## src/rtl/booth_pkg.sv

```systemverilog
// ----------------------------------------------------------------------------
// booth_pkg
// Shared definitions for the sequential radix-4 Booth multiplier.
//   - state_e        : controller states (IDLE, RUN, DONE)
//   - WIN_*          : 3-bit multiplier window codes scanned each step
//   - booth_steps()  : number of Booth steps for a given operand width
// Optional macro: BOOTH_SIGNED_EN (two's-complement operands, one fewer step).
// ----------------------------------------------------------------------------
package booth_pkg;

    typedef enum logic [1:0] {
        IDLE = 2'd0,
        RUN  = 2'd1,
        DONE = 2'd2
    } state_e;

    // Window codes {b[2i+1], b[2i], b[2i-1]} and the digit each one selects.
    localparam logic [2:0] WIN_ZERO_LO = 3'b000;  //  0
    localparam logic [2:0] WIN_POS1_A  = 3'b001;  // +A
    localparam logic [2:0] WIN_POS1_B  = 3'b010;  // +A
    localparam logic [2:0] WIN_POS2    = 3'b011;  // +2A
    localparam logic [2:0] WIN_NEG2    = 3'b100;  // -2A
    localparam logic [2:0] WIN_NEG1_A  = 3'b101;  // -A
    localparam logic [2:0] WIN_NEG1_B  = 3'b110;  // -A
    localparam logic [2:0] WIN_ZERO_HI = 3'b111;  //  0

    // Unsigned operands need one extra step so the zero-padded top window
    // can absorb a set MSB of the multiplier.
    function automatic int booth_steps(input int width);
`ifdef BOOTH_SIGNED_EN
        return width / 2;
`else
        return width / 2 + 1;
`endif
    endfunction

endpackage

```

## src/rtl/booth_mult_seq_if.sv

```systemverilog
// ----------------------------------------------------------------------------
// booth_mult_seq_if
// Start/ready/done handshake bundle for booth_mult_seq.
//   start   : request a multiply (sampled only while ready=1)
//   a, b    : multiplicand / multiplier, WIDTH bits each
//   ready   : multiplier idle and able to accept start
//   done    : one-cycle pulse, product valid
//   product : 2*WIDTH-bit result
// Modports: master (requester), slave (multiplier).
// ----------------------------------------------------------------------------
interface booth_mult_seq_if #(
    parameter int WIDTH = 4
);
    logic                   start;
    logic [WIDTH-1:0]       a;
    logic [WIDTH-1:0]       b;
    logic                   ready;
    logic                   done;
    logic [2*WIDTH-1:0]     product;

    modport master (
        output start, a, b,
        input  ready, done, product
    );

    modport slave (
        input  start, a, b,
        output ready, done, product
    );
endinterface

```

## src/rtl/booth_pp_gen.sv

```systemverilog
// ----------------------------------------------------------------------------
// booth_pp_gen
// Combinational radix-4 Booth partial-product generator.
//   window    : 3-bit overlapping multiplier window
//   mcand_ext : multiplicand extended to 2*WIDTH+2 bits
//   step      : step index; the partial product is shifted left by 2*step
//   pp        : shifted partial product, 2*WIDTH+2 bits (modulo arithmetic)
// ----------------------------------------------------------------------------
module booth_pp_gen
    import booth_pkg::*;
#(
    parameter int WIDTH  = 4,
    parameter int STEP_W = 2
) (
    input  logic [2:0]            window,
    input  logic [2*WIDTH+1:0]    mcand_ext,
    input  logic [STEP_W-1:0]     step,
    output logic [2*WIDTH+1:0]    pp
);
    localparam int XW = 2 * WIDTH + 2;

    logic [XW-1:0] mag;

    always_comb begin
        mag = '0;
        case (window)
            WIN_POS1_A, WIN_POS1_B: mag = mcand_ext;
            WIN_POS2:               mag = mcand_ext << 1;
            WIN_NEG2:               mag = -(mcand_ext << 1);
            WIN_NEG1_A, WIN_NEG1_B: mag = -mcand_ext;
            default:                mag = '0;   // WIN_ZERO_LO / WIN_ZERO_HI
        endcase
    end

    // Each radix-4 digit weighs 4^step.
    assign pp = mag << {step, 1'b0};

endmodule

```

## src/rtl/booth_mult_seq.sv

```systemverilog
// ----------------------------------------------------------------------------
// booth_mult_seq
// Sequential radix-4 Booth multiplier controller. One partial product is
// added per RUN cycle; done pulses for one cycle when the product is final.
//   clk  : rising-edge clock
//   rst  : synchronous active-high reset
//   bus  : booth_mult_seq_if.slave (start, a, b, ready, done, product)
// Optional macro: BOOTH_SIGNED_EN -- operands and product are two's
// complement and the multiply takes WIDTH/2 steps instead of WIDTH/2+1.
// ----------------------------------------------------------------------------
module booth_mult_seq
    import booth_pkg::*;
#(
    parameter int WIDTH = 4
) (
    input  logic                clk,
    input  logic                rst,
    booth_mult_seq_if.slave     bus
);
    localparam int N      = booth_steps(WIDTH);
    localparam int STEP_W = (N > 1) ? $clog2(N) : 1;
    localparam int NWIN   = 2 ** STEP_W;
    localparam int XW     = 2 * WIDTH + 2;
`ifdef BOOTH_SIGNED_EN
    localparam int BEXT_W = WIDTH + 1;
`else
    localparam int BEXT_W = WIDTH + 3;
`endif
    localparam logic [STEP_W-1:0] LAST_STEP = STEP_W'(N - 1);

    state_e              state_reg;
    logic                ready_reg;
    logic                done_reg;
    logic [XW-1:0]       acc_reg;
    logic [XW-1:0]       acc_next;
    logic [XW-1:0]       mcand_reg;
    logic [XW-1:0]       mcand_in;
    logic [BEXT_W-1:0]   bext_reg;
    logic [BEXT_W-1:0]   bext_in;
    logic [STEP_W-1:0]   step_reg;
    logic [2*WIDTH-1:0]  product_reg;
    logic [XW-1:0]       pp;
    logic [2:0]          win_arr [NWIN];
    logic [2:0]          window;

    // Operand extension applied at capture time.
`ifdef BOOTH_SIGNED_EN
    assign mcand_in = {{(WIDTH + 2){bus.a[WIDTH-1]}}, bus.a};
    assign bext_in  = {bus.b, 1'b0};
`else
    assign mcand_in = {{(WIDTH + 2){1'b0}}, bus.a};
    assign bext_in  = {2'b00, bus.b, 1'b0};
`endif

    // One overlapping window per step; unused table slots (when N is not a
    // power of two) read as a zero digit.
    genvar gi;
    generate
        for (gi = 0; gi < NWIN; gi++) begin : g_win
            if (gi < N) begin : g_used
                assign win_arr[gi] = bext_reg[2*gi+2 -: 3];
            end else begin : g_pad
                assign win_arr[gi] = 3'b000;
            end
        end
    endgenerate

    assign window = win_arr[step_reg];

    booth_pp_gen #(
        .WIDTH  (WIDTH),
        .STEP_W (STEP_W)
    ) u_pp_gen (
        .window    (window),
        .mcand_ext (mcand_reg),
        .step      (step_reg),
        .pp        (pp)
    );

    assign acc_next = acc_reg + pp;

    always_ff @(posedge clk) begin
        if (rst) begin
            state_reg   <= IDLE;
            ready_reg   <= 1'b1;
            done_reg    <= 1'b0;
            acc_reg     <= '0;
            mcand_reg   <= '0;
            bext_reg    <= '0;
            step_reg    <= '0;
            product_reg <= '0;
        end else begin
            case (state_reg)
                IDLE: begin
                    done_reg <= 1'b0;
                    if (bus.start) begin
                        mcand_reg   <= mcand_in;
                        bext_reg    <= bext_in;
                        acc_reg     <= '0;
                        product_reg <= '0;
                        step_reg    <= '0;
                        ready_reg   <= 1'b0;
                        state_reg   <= RUN;
                    end
                end
                RUN: begin
                    acc_reg     <= acc_next;
                    product_reg <= acc_next[2*WIDTH-1:0];
                    if (step_reg == LAST_STEP) begin
                        step_reg  <= '0;
                        done_reg  <= 1'b1;
                        state_reg <= DONE;
                    end else begin
                        step_reg <= step_reg + STEP_W'(1);
                    end
                end
                DONE: begin
                    done_reg  <= 1'b0;
                    ready_reg <= 1'b1;
                    state_reg <= IDLE;
                end
                default: begin
                    done_reg  <= 1'b0;
                    ready_reg <= 1'b1;
                    state_reg <= IDLE;
                end
            endcase
        end
    end

    assign bus.ready   = ready_reg;
    assign bus.done    = done_reg;
    assign bus.product = product_reg;

endmodule

```

## src/flat_wrapper.sv

```systemverilog
// flat-port wrapper written by rule: the top's interface ports become plain ports
module booth_mult_seq_flat import booth_pkg::*;
#(
    parameter int WIDTH = 4
)
  (clk, rst, bus_start, bus_a, bus_b, bus_ready, bus_done, bus_product);
  booth_mult_seq_if #(.WIDTH(WIDTH)) bus_i ();
  input  logic clk;
  input  logic rst;
  input wire logic [$bits(bus_i.start)-1:0] bus_start;
  input wire logic [$bits(bus_i.a)-1:0] bus_a;
  input wire logic [$bits(bus_i.b)-1:0] bus_b;
  output wire logic [$bits(bus_i.ready)-1:0] bus_ready;
  output wire logic [$bits(bus_i.done)-1:0] bus_done;
  output wire logic [$bits(bus_i.product)-1:0] bus_product;
  assign bus_i.start = bus_start;
  assign bus_i.a = bus_a;
  assign bus_i.b = bus_b;
  assign bus_ready = bus_i.ready;
  assign bus_done = bus_i.done;
  assign bus_product = bus_i.product;
  booth_mult_seq #(.WIDTH(WIDTH)) u_core (.clk(clk), .rst(rst), .bus(bus_i));
endmodule
```

## config.mk

```make
export PLATFORM = sky130hd
export DESIGN_NAME = booth_mult_seq_flat
export DESIGN_NICKNAME = d
export VERILOG_FILES = /design/src/rtl/booth_pkg.sv /design/src/rtl/booth_mult_seq_if.sv /design/src/rtl/booth_pp_gen.sv /design/src/rtl/booth_mult_seq.sv /design/src/flat_wrapper.sv
export SDC_FILE = /design/constraint.sdc
export NUM_CORES = 1
export LEC_CHECK = 0
export CAP_MARGIN = 20
export CELL_PAD_IN_SITES_DETAIL_PLACEMENT = 0
export CELL_PAD_IN_SITES_GLOBAL_PLACEMENT = 2
export CORE_MARGIN = 5
export CORE_UTILIZATION = 32
export DETAILED_ROUTE_END_ITERATION = 10
export PLACE_DENSITY = 0.84
export SYNTH_ARGS = -nofsm -noshare
export SYNTH_HDL_FRONTEND = slang
export SYNTH_SLANG_ARGS = --single-unit
```

## constraint.sdc

```tcl
create_clock -name clk -period 4.05 [get_ports clk]
set_clock_uncertainty 0.2 [all_clocks]
set_input_delay 1.0125 -clock clk [delete_from_list [all_inputs] [get_ports clk]]
set_output_delay 1.0125 -clock clk [all_outputs]
set_load 0.01 [all_outputs]
```

Yosys cells after proc, flatten, opt, wreduce, memory -nomap -nowiden
Cells that the tools add are included.
{ "word_totals": {"ff_bits": 32, "in_bits": 11, "out_inout_bits": 10, "word_cells": 51} }
{ "classes": {"add_sub_neg": 4, "order_cmp": 1, "n_eq_ne": 10, "shift": 1, "n_mux": 16, "n_bitwise": 2, "reduce_logical": 9} }
{ "op_table": {"columns": ["cell", "n"], "rows": [
  ["$pmux W10 S4", 1],
  ["$pmux W10 S2", 1],
  ["$pmux W8 S2", 1],
  ["$add A10 B10 Y10", 1],
  ["$mux W10", 1],
  ["$neg A4 Y10", 1],
  ["$neg A5 Y10", 1],
  ["$shl A10 B3 Y10", 1],
  ["$eq A3 B3 Y1 const B", 3],
  ["$mux W2", 4],
  ["$mux W8", 1],
  ["$pmux W2 S2", 2],
  ["$reduce_and A2 Y1", 4],
  ["$bmux W3 S2", 1],
  ["$eq A3 B2 Y1 const B", 2],
  ["$mux W3", 2],
  ["$reduce_or A2 Y1", 3],
  ["$eq A3 B1 Y1 const B", 1],
  ["$ge A3 B3 Y1 const B", 1],
  ["$not A2 Y3", 1],
  ["$add A2 B1 Y2 const B", 1],
  ["$eq A2 B1 Y1 const B", 1],
  ["$eq A2 B2 Y1 const B", 1],
  ["$logic_not A2 Y1", 1],
  ["other kinds (6)", 6]
]} }

Longest topological paths before layout
{ "logic_depth": {"depth_word": 10, "mapped_depth": 16} }

Hierarchy
From an unflattened synthesis, not the netlist that was laid out.
{ "unflattened": {"hier_cells": 249, "hier_area_um2": 1866.8} }
{ "by_module_without_submodules": {"columns": ["mod", "instances", "cells_per_inst", "area_per_inst_um2", "seq_area_each_um2"], "rows": [
  ["booth_mult_seq", 1, 136, 1104.8, 440.4],
  ["booth_pp_gen", 1, 113, 762.0, 0.0]
]} }

Worst setup path before layout
OpenSTA, ideal clock, no wires.
{ "synth_path": {"path_type": "register to register", "startpoint": "register u_core.step_reg[1]", "endpoint": "register u_core.acc_reg[7]", "setup_time_ns": 0.096, "arrival_ns": 3.265, "required_time_ns": 3.754, "slack_ns": 0.490, "path_stages_with_launch": 16, "path_buffers": 1, "path_cell_list": "dfxtp_1 clkbuf_4 nor2_1 a32o_1 or2_1 a21o_1 a221oi_2 mux2_2 o21ai_2 ha_1 or4_1 o22ai_1 and3_1 o21ai_1 a311o_1 o41ai_2"} }
{ "synth_via": {"elab_chain_cells": 10, "word_cells_on_any_way": 16, "classes_between": "add/sub (1); eq/ne (6); shift (1); mux (5); bitwise (1); reduce/logical (2)"} }
{ "synth_rtl": {"columns": ["element", "line_no", "rtl"], "rows": [
  ["from (decl)", "booth_mult_seq.sv:40", "logic [STEP_W-1:0] step_reg;"],
  ["from (signal assigned)", "booth_mult_seq.sv:114", "step_reg <= step_reg + STEP_W'(1);"],
  ["$not A2 Y3 (not written as such)", "booth_mult_seq.sv:68", "assign window = win_arr[step_reg];"],
  ["$bmux W3 S2", "booth_mult_seq.sv:68", null],
  ["$mux W3 (not written as such) (2 in a row)", "booth_mult_seq.sv:68", null],
  ["$eq A3 B3 Y1 (tied with other cells)", "booth_pp_gen.sv:26", "case (window)"],
  ["$reduce_or A2 Y1", "booth_pp_gen.sv:26", null],
  ["$pmux W10 S4", "booth_pp_gen.sv:26", null],
  ["$shl A10 B3 Y10 *", "booth_pp_gen.sv:36", "assign pp = mag << {step, 1'b0};"],
  ["$add A10 B10 Y10 *", "booth_mult_seq.sv:80", "assign acc_next = acc_reg + pp;"],
  ["$pmux W10 S2 *", "booth_mult_seq.sv:93", "case (state_reg)"],
  ["to (signal assigned)", "booth_mult_seq.sv:107", "acc_reg <= acc_next;"],
  ["to (decl)", "booth_mult_seq.sv:34", "logic [XW-1:0] acc_reg;"]
]} }
Every way passes the cells marked *; elsewhere a longest branch is shown, timed or not. The select of a mux whose other input is x is not followed.
A chain may end at the register's enable or synchronous reset.

Worst setup path after layout
Same ends and word-level chain as after synthesis.

==> results.yml <==
outcome:
  outcome: "complete, no violations"
critical_path:
  r2r_cells: 14
  path_depth: 14
  required_ns: 4.03
  crit_family: "compound AO/OA/AOI/OAI gates"
  critPathMaxStageDelay_ns: 0.51
  critPathLaunchType: "register"
  end_kind: "register"
  r2r_setup_slack_ns: 0.27
  path_max_fanout: 10
  cp_num_buf_inv: 0
  reg2reg_from: "u_core.step_reg[1]"
  crit_chain: "nor2_1, a32o_1, or2_1, a21o_1, a221oi_2, mux2_2, o21ai_2, ha_1, or4_1, o22ai_2, and3_1, o21ai_1, a311o_1, o41ai_2"
  arrival_ns: 3.76
  r2r-end: "u_core.acc_reg[7]"
  cp_slowest_cell: "dfxtp_1"
  crit_type: "reg2reg"
global_routing:
  grt_antenna_before_repair: 0
  grt_overflow: 0
  grt_usage_pct: 13.0
  grt_pass1_vias: 1414
  grt_pass1_wl_um: 6530
  grt_max_degree: 24
logic_synthesis:
  ys_top_cells_by_area: "dfxtp_1 28%, nor2_1 8.5%, ha_1 7.3%, a21oi_1 3.9%, a22oi_1 3.4%"
  synthTopCellsByCount: "35 x nor2_1, 22 x dfxtp_1, 12 x a21oi_1, 10 x inv_1, 10 x nand2_1"
  synth_area_leader_cell: "dfxtp_1"
  ys.flop_type: "dfxtp_1"
  avgSynthCellArea_um2: 8.12
  async_flop_share_pct: 0
  yosysUniqueCellTypes: 54
  syn-cell-area_mm2: 0.00155
  syn_nets: 212
  ys_ff_latch: 22
  yosysSeqAreaShare_pct: 28.4
  yosysTopAreaCellShare_pct: 28.4
  yosys.cell_count.top_type: "nor2_1"
  synth-edff-count: 0
  yosysWarnings: 0
  synthCells: 191
clock_tree:
  cts_made_buffers: 3
  hold_buffers: 0
  clock_latency_ns: 0.26
  cts-root-buf: "clkbuf_8"
  ctsResizeCount: 0
  htree_levels: 1
  cts_tree: "yes"
  cts.reportedPaths.clkPinSlew_ns: 0.09
  clockBufferDepth: 2
  cts.sinks: 22
  cts_setup_buffers: 0
power_and_ir_drop:
  peakVddDrop_mv: 0.173
  p_per_area_mw_per_mm2: 300
  power_leakage_nw: 0.777
floorplan:
  die_area_mm2: 0.00634
  start_util_pct: 32.8
  fp.dieW_um: 79.6
  placeableCoreArea_mm2: 0.00472
  io_pins: 21
  num_rows: 25
  dieHeight_um: 79.6
detailed_routing:
  first_pass_iters: 4
  drtIter0Drc: 78
  drt-total-wl_um: 3780
  drc: 0
  post_drt_wl_per_cell_um: 13.4
  ant_nets: 0
  vias_per_cell: 4.96
  vias: 1403
worst_hold_path:
  hold_path_depth: 1
  hp-class: "reg2reg"
  hold_end: "u_core.acc_reg[7]"
  holdCritStartpoint: "u_core.acc_reg[7]"
timing:
  setup_tns_ns: 0
  setup_viol: 0
  tightest_slew_ns: 0.708
  hold_viol_final: 0
  drv_slew: 0
  rsz0062_at_grt: "no"
  min_period_ns: 3.78
  period_share_pct: 93.4
  max_freq_mhz: 264
  maxSlewHeadroom_pct: 52.7
cells_and_area:
  area_delta_synth_final_pct: 25.6
  largest_reg_flops: 7
  antenna-diode-count: 0
  drive_above_1_share_pct: 11.1
  finalNetCount: 238
  fin_util_pct: 41.2
flow_run:
  max_cap_viol_count: 0
placement:
  gp_congestion: 0.811
  dpl.hpwl_um: 2860
  port_buffers: 20
## kinds of logic (layout without fill, tap and decap cells)
logic type                 count (synthesis)  in the layout  share of synthesized area (%)
buffers and inverters                     17             42                           4.44
adders and majority gates                 10             10                           8.55
xor gates and xnor gates                   6              6                           3.39
and+or+nand+nor                           73             73                           23.3
AOI/OAI and AO/OA                         58             58                           28.6
DFF                                       22             22                           28.4
muxes                                      5              5                           3.31
## cell type report
type	instances	area [µm²]
sequential	22	442
timing repair buffer	28	260
fill	513	2780
clock inverter	1	30.0
clock buffer	3	41.3
inverter	10	37.5
multi-input combinational	152	1050
tap	67	83.8
## layout by cell type (no fill, tap or decap), types with 2 or more instances in the layout
cell	n
nor2b_1	3
o21ai_0	6
a211oi_1	3
a31oi_1	2
mux2i_1	4
nor2_1	35
ha_1	9
buf_4	8
and3_1	2
a21oi_1	12
o21ai_1	2
o22ai_1	2
nand2b_1	6
clkdlybuf4s50_1	20
nand2_1	10
clkbuf_8	3
inv_1	10
a22oi_1	7
dfxtp_1	21
nor3_1	6
o21bai_1	3
a21o_1	3
xnor2_1	5
## worst max path at each step
stage                                    to               start
after floorplan           u_core.acc_reg[7]  u_core.step_reg[1]
after detailed placement  u_core.acc_reg[7]  u_core.step_reg[0]
after global routing      u_core.acc_reg[7]  u_core.step_reg[1]
after CTS                 u_core.acc_reg[7]  u_core.step_reg[0]
final                     u_core.acc_reg[7]  u_core.step_reg[1]
after global placement    u_core.acc_reg[7]  u_core.step_reg[0]
## layer usage
layer  part of all wire [%]  global-route usage, %
met1                     52                   17.5
met2                     44                   21.1
met3                    2.3                   2.03
met4                    1.0                   4.12
met5                      0                      0
## power by group
part	switching [mW]	internal, mW	total, mW
Sequential	0.0149	0.227	0.242
Clock	0.0778	0.132	0.210
Combinational	0.0718	0.0608	0.133
## through the flow
stage / worst slack [ns] / std cells / hold slack [ns] / instance area, µm² / total power, mW
final: 0.269 / 283 / 0.292 / 1950 / 0.584
after global routing: 0.0181 / 283 / 0.325 / 1950 / 0.626
after CTS: 0.148 / 283 / 0.293 / 1940 / 0.596
after detailed placement: 0.183 / 279 / 0.279 / 1870 / 0.379
after global placement: 0.271 / 279 / 0.268 / 1870 / 0.379
after floorplan: 0.490 / 191 / 0.310 / 1550 / 0.335
Power figures use the tool's default switching activity.
